===== config.mk =====
export PLATFORM = sky130hd
export DESIGN_NAME = fb_stream_vport_sink
export DESIGN_NICKNAME = d
export VERILOG_FILES = /design/src/rtl/vport_pkg.sv /design/src/rtl/video_timing_gen.sv /design/src/rtl/fb_stream_vport_sink.sv
export SDC_FILE = /design/constraint.sdc
export NUM_CORES = 1
export LEC_CHECK = 0
export ABC_AREA = 0
export CORE_MARGIN = 2
export CORE_UTILIZATION = 35
export CTS_CLUSTER_DIAMETER = 100
export DETAILED_ROUTE_END_ITERATION = 10
export GPL_ROUTABILITY_DRIVEN = 0
export PLACE_DENSITY = 0.62
export SKIP_LAST_GASP = 1
export SYNTH_ARGS = -nofsm -noshare
export SYNTH_HDL_FRONTEND = slang
export SYNTH_SLANG_ARGS = --single-unit
export TNS_END_PERCENT = 30

===== constraint.sdc =====
create_clock -name iCLK -period 2.2 [get_ports iCLK]
set_input_delay 0.44 -clock iCLK [delete_from_list [all_inputs] [get_ports iCLK]]
set_output_delay 0.44 -clock iCLK [all_outputs]
set_load 0.02 [all_outputs]

===== src/rtl/vport_pkg.sv =====
// Shared types, timing helpers and colour expansion for the
// framebuffer stream video port sink.
package vport_pkg;

    typedef enum logic [1:0] {
        WAIT_SOF,
        ARMED,
        RUN
    } state_t;

    typedef struct packed {
        logic [23:0] rgb;
        logic        de;
        logic        hs;
        logic        vs;
        logic        underrun;
        logic        sync_err;
    } vout_t;

    localparam int CNT_W      = 12;
    localparam int H_ACTIVE_D = 640;
    localparam int H_FP_D     = 16;
    localparam int H_SYNC_D   = 96;
    localparam int H_BP_D     = 48;
    localparam int V_ACTIVE_D = 480;
    localparam int V_FP_D     = 10;
    localparam int V_SYNC_D   = 2;
    localparam int V_BP_D     = 33;

    function automatic int tim_total(input int act, input int fp,
                                     input int sync, input int bp);
        return act + fp + sync + bp;
    endfunction

    function automatic logic [23:0] rgb555_to_888(input logic [14:0] p);
        return {p[14:10], p[14:12], p[9:5], p[9:7], p[4:0], p[4:2]};
    endfunction

endpackage


===== src/rtl/video_timing_gen.sv =====
// Free-running raster counters; flags active area, frame origin and
// raw (polarity-free) sync windows for the current pixel position.
module video_timing_gen
    import vport_pkg::*;
#(
    parameter int H_ACTIVE = H_ACTIVE_D,
    parameter int H_FP     = H_FP_D,
    parameter int H_SYNC   = H_SYNC_D,
    parameter int H_BP     = H_BP_D,
    parameter int V_ACTIVE = V_ACTIVE_D,
    parameter int V_FP     = V_FP_D,
    parameter int V_SYNC   = V_SYNC_D,
    parameter int V_BP     = V_BP_D
) (
    input  logic clk,
    input  logic rst_n,
    output logic active,
    output logic first,
    output logic hs_raw,
    output logic vs_raw
);

    localparam int H_TOTAL = tim_total(H_ACTIVE, H_FP, H_SYNC, H_BP);
    localparam int V_TOTAL = tim_total(V_ACTIVE, V_FP, V_SYNC, V_BP);

    localparam logic [CNT_W-1:0] H_LAST = CNT_W'(H_TOTAL - 1);
    localparam logic [CNT_W-1:0] V_LAST = CNT_W'(V_TOTAL - 1);
    localparam logic [CNT_W-1:0] H_ACT  = CNT_W'(H_ACTIVE);
    localparam logic [CNT_W-1:0] V_ACT  = CNT_W'(V_ACTIVE);
    localparam logic [CNT_W-1:0] HS_BEG = CNT_W'(H_ACTIVE + H_FP);
    localparam logic [CNT_W-1:0] HS_END = CNT_W'(H_ACTIVE + H_FP + H_SYNC);
    localparam logic [CNT_W-1:0] VS_BEG = CNT_W'(V_ACTIVE + V_FP);
    localparam logic [CNT_W-1:0] VS_END = CNT_W'(V_ACTIVE + V_FP + V_SYNC);

    logic [CNT_W-1:0] hcnt;
    logic [CNT_W-1:0] vcnt;

    always_ff @(posedge clk or negedge rst_n) begin
        if (!rst_n) begin
            hcnt <= '0;
            vcnt <= '0;
        end else if (hcnt == H_LAST) begin
            hcnt <= '0;
            vcnt <= (vcnt == V_LAST) ? '0 : vcnt + 1'b1;
        end else begin
            hcnt <= hcnt + 1'b1;
        end
    end

    assign active = (hcnt < H_ACT) && (vcnt < V_ACT);
    assign first  = (hcnt == '0) && (vcnt == '0);
    assign hs_raw = (hcnt >= HS_BEG) && (hcnt < HS_END);
    assign vs_raw = (vcnt >= VS_BEG) && (vcnt < VS_END);

endmodule


===== src/rtl/fb_stream_vport_sink.sv =====
// Scanline stream consumer: locks to frame start, paces pixel pulls
// with the raster and drives registered RGB888/HS/VS/DE.
module fb_stream_vport_sink
    import vport_pkg::*;
#(
    parameter int          H_ACTIVE = H_ACTIVE_D,
    parameter int          H_FP     = H_FP_D,
    parameter int          H_SYNC   = H_SYNC_D,
    parameter int          H_BP     = H_BP_D,
    parameter int          V_ACTIVE = V_ACTIVE_D,
    parameter int          V_FP     = V_FP_D,
    parameter int          V_SYNC   = V_SYNC_D,
    parameter int          V_BP     = V_BP_D,
    parameter logic        HS_POL   = 1'b0,
    parameter logic        VS_POL   = 1'b0,
    parameter logic [23:0] FILL_RGB = 24'h000000
) (
    input  logic        iCLK,
    input  logic        iRESETn,
    input  logic        iFB_START,
    input  logic [14:0] iFB_RGB,
    input  logic        iFB_DATAVALID,
    output logic        oFB_READY,
    output logic [7:0]  oRED,
    output logic [7:0]  oGRN,
    output logic [7:0]  oBLU,
    output logic        oHS,
    output logic        oVS,
    output logic        oDE,
    output logic        oLOCKED,
    output logic        oUNDERRUN,
    output logic        oSYNC_ERR
);

    logic   active;
    logic   first;
    logic   hs_raw;
    logic   vs_raw;
    state_t state;
    state_t state_nxt;
    logic   ready;
    vout_t  vout_nxt;
    vout_t  vout_q;
    logic [23:0] pix888;

    video_timing_gen #(
        .H_ACTIVE (H_ACTIVE),
        .H_FP     (H_FP),
        .H_SYNC   (H_SYNC),
        .H_BP     (H_BP),
        .V_ACTIVE (V_ACTIVE),
        .V_FP     (V_FP),
        .V_SYNC   (V_SYNC),
        .V_BP     (V_BP)
    ) u_timing (
        .clk    (iCLK),
        .rst_n  (iRESETn),
        .active (active),
        .first  (first),
        .hs_raw (hs_raw),
        .vs_raw (vs_raw)
    );

    assign pix888 = rgb555_to_888(iFB_RGB);

    always_ff @(posedge iCLK or negedge iRESETn) begin
        if (!iRESETn) begin
            state <= WAIT_SOF;
        end else begin
            state <= state_nxt;
        end
    end

    // Default view of a position is fill in active area, black in blanking.
    always_comb begin
        state_nxt         = state;
        ready             = 1'b0;
        vout_nxt          = '0;
        vout_nxt.de       = active;
        vout_nxt.hs       = hs_raw ? HS_POL : ~HS_POL;
        vout_nxt.vs       = vs_raw ? VS_POL : ~VS_POL;
        vout_nxt.rgb      = active ? FILL_RGB : 24'h000000;
        case (state)
            WAIT_SOF: begin
                ready = ~iFB_START;
                if (iFB_DATAVALID && iFB_START) begin
                    state_nxt = ARMED;
                end
            end
            ARMED: begin
                if (first) begin
                    ready = 1'b1;
                    if (iFB_DATAVALID && iFB_START) begin
                        vout_nxt.rgb = pix888;
                        state_nxt    = RUN;
                    end else begin
                        state_nxt = WAIT_SOF;
                    end
                end
            end
            RUN: begin
                ready = active & ~(iFB_START & ~first);
                if (active) begin
                    if (!iFB_DATAVALID) begin
                        vout_nxt.underrun = 1'b1;
                    end else if (first) begin
                        vout_nxt.rgb = pix888;
                        if (!iFB_START) begin
                            vout_nxt.sync_err = 1'b1;
                            state_nxt         = WAIT_SOF;
                        end
                    end else if (iFB_START) begin
                        // Early start: hold it for the next frame origin.
                        vout_nxt.sync_err = 1'b1;
                        state_nxt         = ARMED;
                    end else begin
                        vout_nxt.rgb = pix888;
                    end
                end
            end
            default: begin
                state_nxt = WAIT_SOF;
            end
        endcase
    end

    always_ff @(posedge iCLK or negedge iRESETn) begin
        if (!iRESETn) begin
            vout_q          <= '0;
            vout_q.hs       <= ~HS_POL;
            vout_q.vs       <= ~VS_POL;
        end else begin
            vout_q <= vout_nxt;
        end
    end

    assign oFB_READY = ready;
    assign oRED      = vout_q.rgb[23:16];
    assign oGRN      = vout_q.rgb[15:8];
    assign oBLU      = vout_q.rgb[7:0];
    assign oHS       = vout_q.hs;
    assign oVS       = vout_q.vs;
    assign oDE       = vout_q.de;
    assign oLOCKED   = (state == RUN);
    assign oUNDERRUN = vout_q.underrun;
    assign oSYNC_ERR = vout_q.sync_err;

endmodule


==> impl_metrics.env <==
export IMPL_status="complete, but fails checks"
export IMPL_violations="setup timing"
export IMPL_clockRootBuffer="clkbuf_8"
export IMPL_initial_utilization_pct=36.0
export IMPL_worstSetupStartpointType="flop"
export IMPL_syn_num_nets=235
export IMPL_power_frac_comb_pct=16.9
export IMPL_required_ns=1.76
export IMPL_r2r_slack_ns=-0.37
export IMPL_sw_frac_of_total_pct=24.2
export IMPL_syn_to_final_growth_pct=51.1
export IMPL_hold_ws_ns=0.510
export IMPL_synthCells=205
export IMPL_rows=29
export IMPL_cp_arrival_ns=2.17
export IMPL_hold_viol_final=0
export IMPL_core_um2=6280
export IMPL_p_seq_share_pct=44.9
export IMPL_crit_chain="inv_2 > ha_4 > or4b_4 > nor2_4 > nand4b_4 > buf_6 > o22ai_4 > o21ba_4 > buf_6"
export IMPL_die_area_um2=7110
export IMPL_power_density_nw_per_um2=576
export IMPL_cp_slowest_cell="or4b_4"
export IMPL_reg2reg_depth=13
export IMPL_yosysUniqueCellTypes=43
export IMPL_cts_inserted_buffers=5
export IMPL_rsz0062_at_grt="yes"
export IMPL_cp_common_cell="buf_6"
export IMPL_clkPwrFrac_pct=38.2
export IMPL_grt_max_degree=21
export IMPL_ios=50
export IMPL_tightest_slew_ns=0.315
export IMPL_stdcell_count=381
export IMPL_ant_nets=0
export IMPL_fin_nets=333
export IMPL_setup_ws_ns=-0.407
export IMPL_setup_viol=18
export IMPL_drc_errors=0
export IMPL_port_buffers=49
export IMPL_drv_slew=0
export IMPL_drive_above_1_share_pct=29.3
export IMPL_max_slew_margin_pct=78.8
export IMPL_drv_cap=0
export IMPL_irDropWorstVdd_mv=0.321
export IMPL_ys_ff_latch=46
export IMPL_htreeDepth=2
export IMPL_drt_wl_total_um=5050
export IMPL_hpwl_um=3780
export IMPL_crit_fanout=2
export IMPL_netlist_area_um2=2260
export IMPL_grt_pass1_vias=1852
export IMPL_fp_dieH_um=84.3
export IMPL_avgRoutedWirePerCell_um=13.3
export IMPL_hold_path_class="input port to asynchronous set/reset pin"
export IMPL_fin_skew_ns=0.00944
export IMPL_antenna_cells=0
export IMPL_internal_power_mw=1.49
export IMPL_place_ws_ns=-0.606
export IMPL_syn_area_per_cell_um2=11.0
export IMPL_r2r_start="u_timing.vcnt[1]$_DFFE_PN0N_"
export IMPL_p_sw_uw=476
export IMPL_fp_dieW_um=84.3
export IMPL_layout_min_cycle_time_ns=2.61
export IMPL_timing_final_crit_share_pct=118
export IMPL_ys_seq_area_share_pct=51.1
export IMPL_clk_path_buf_depth=2
export IMPL_final_util_pct=54.4
export IMPL_antenna_found_initial=0
export IMPL_path_clk_slew_ns=0.09
export IMPL_max_stage_delay_ns=0.47
export IMPL_p_leak_nw=1.64
export IMPL_gr_total_overflow=0
export IMPL_yosys_warnings=0
export IMPL_dp_cells=365
export IMPL_drt_iter0_drc=101
export IMPL_viasPerCell=4.82
export IMPL_grt_pass1_wl_um=8650
export IMPL_dr_pass1_iters=4
export IMPL_nFillCells=548
export IMPL_fmax_ghz=0.384
export IMPL_r2r_end="state[0]$_DFFE_PN0P_"
export IMPL_insertion_delay_ns=0.30
export IMPL_track_usage_pct=15.2
export IMPL_dr_total_vias=1835
export IMPL_end_kind="primary output"
export IMPL_clock_sinks=46
export IMPL_critPathKind="flop to primary output"
export IMPL_cts_tree="built"
[cells in the mapped netlist]
cell       count  area share (%)
dfrtp_1       44              49
and2_1        15             4.2
nand2_1       15             2.5
inv_1         12             2.0
nor2_1        12             2.0
ha_1          11             6.1
buf_4          9             3.0
xnor2_1        9             3.5
a21oi_1        7             1.6
nand3_1        7             1.6
o21ai_0        7             1.6
or3_1          6             1.7
xor2_1         6             2.3
nand4_1        4             1.1
nor3_1         3            0.66
and3_1         2            0.55
buf_6          2             1.0
clkbuf_1       2            0.33
dfstp_2        2             2.3
nand2b_1       2            0.55
nor2b_1        2            0.55
nor4_2         2             1.1
o22ai_1        2            0.55
or2_2          2            0.55
or4b_1         2            0.89
a211o_1        1            0.39
a221oi_4       1             1.2
a2bb2oi_1      1            0.39
a32o_1         1            0.44
and3b_2        1            0.44
and4_1         1            0.39
mux2_2         1            0.50
nand3b_1       1            0.33
nand4b_1       1            0.39
nand4b_4       1             1.1
nor4_1         1            0.28
nor4_4         1            0.94
nor4b_1        1            0.39
o21ba_2        1            0.44
o311ai_0       1            0.39
o31ai_1        1            0.33
or4_4          1            0.50
or4b_2         1            0.44
[worst max-delay path: cells and delay by family, from the launching register on]
kind                       cells  cell delay (ns)
and+or+nand+nor                3             0.73
DFF                            1             0.39
buffers and inverters          3             0.34
AOI/OAI and AO/OA              2             0.29
adders and majority gates      1             0.12
[cell usage in the layout (no fill, tap or decap), types with 2 or more instances in the layout]
master            n
nor3_1            3
ha_1              8
and2_1           15
nand2b_1          2
xor2_1            6
buf_4            51
a21oi_1           5
dfrtp_1          44
a21oi_2           2
inv_1            10
nor2b_1           2
clkbuf_8          5
bufinv_16         2
nor2_1           11
inv_2             2
o21ai_0           7
or3_1             6
nand4_1           4
nor4_2            2
ha_4              3
or2_2             2
clkdlybuf4s50_1  47
buf_6             2
dfstp_2           2
xnor2_1           9
and3_1            2
nand2_1          15
nand3_1           7
[worst max-delay path by stage]
stage                                  from        end  slack (ns)  cells past startpoint
6_report       u_timing.vcnt[1]$_DFFE_PN0N_  oFB_READY       -0.41                      9
5_1_grt        u_timing.vcnt[1]$_DFFE_PN0N_  oFB_READY       -0.52                      9
4_1_cts        u_timing.vcnt[0]$_DFFE_PN0N_  oFB_READY       -0.44                      9
3_5_place_dp   u_timing.vcnt[0]$_DFFE_PN0N_  oFB_READY       -0.61                      9
3_3_place_gp   u_timing.vcnt[0]$_DFFE_PN0N_  oFB_READY       -0.57                      9
2_1_floorplan  u_timing.vcnt[0]$_DFFE_PN0N_  oFB_READY       -0.14                      8
[flip-flops by register name, summed over array words and instances, names as in the netlist, 2 cells and up]
signal	cells
oBLU	5
oGRN	5
oRED	5
state	2
u_timing.hcnt	12
u_timing.vcnt	12
[metrics by stage]
step	setup TNS [ns]	power, mW	area (µm²)
2_1_floorplan	-0.383	1.06	2290
3_3_place_gp	-2.30	1.19	3140
3_5_place_dp	-3.35	1.20	3140
4_1_cts	-2.10	1.97	3370
5_1_grt	-8.44	2.05	3410
6_report	-6.08	1.96	3410
[cell families (layout without fill, tap and decap cells)]
group	count (synthesis)	in the layout	synth area share [%]
xor gates and xnor gates	15	15	5.82
AOI/OAI and AO/OA	23	23	7.20
muxes	1	1	0.499
adders and majority gates	11	11	6.09
DFF	46	46	51.1
and+or+nand+nor	84	84	23.0
buffers and inverters	25	124	6.32
[power groups by stage]
| stage | sequential [mW] | combinational [mW] | clock, mW |
|---|---|---|---|
| floorplan | 0.914 | 0.150 | 0 |
| global placement | 0.899 | 0.296 | 0 |
| detailed placement | 0.899 | 0.299 | 0 |
| CTS | 0.883 | 0.320 | 0.772 |
| global route | 0.886 | 0.363 | 0.799 |
| finish | 0.883 | 0.331 | 0.750 |
[final cells by class]
| cell class | count | area (µm²) | area share, % |
|---|---|---|---|
| Clock inverter | 3 | 68.8 | 2.02 |
| Tap cell | 77 | 96.3 | 2.82 |
| Multi-Input combinational cell | 134 | 1050 | 30.9 |
| Inverter | 12 | 45.0 | 1.32 |
| Sequential cell | 46 | 1150 | 33.8 |
| Timing Repair Buffer | 104 | 926 | 27.1 |
| Clock buffer | 5 | 68.8 | 2.02 |
[metal layers]
layer  vias up  routed length, µm  global-route usage [%]
li1        891                  -                       -
met1       880               2190                    18.8
met2        59               2510                    26.5
met3         5                286                    3.83
met4         0                 61                    4.47
met5         -                  0                       0
[what timing repair did]
item / CTS / global route
gates resized for setup: 18 / 3
hold buffers: 1 / 0
hold endpoints to repair: 7 / 0
pin swaps: 7 / 7
setup buffers: 4 / 3
endpoints found under the setup margin: 18 / 22
Power figures use the tool's default switching activity.
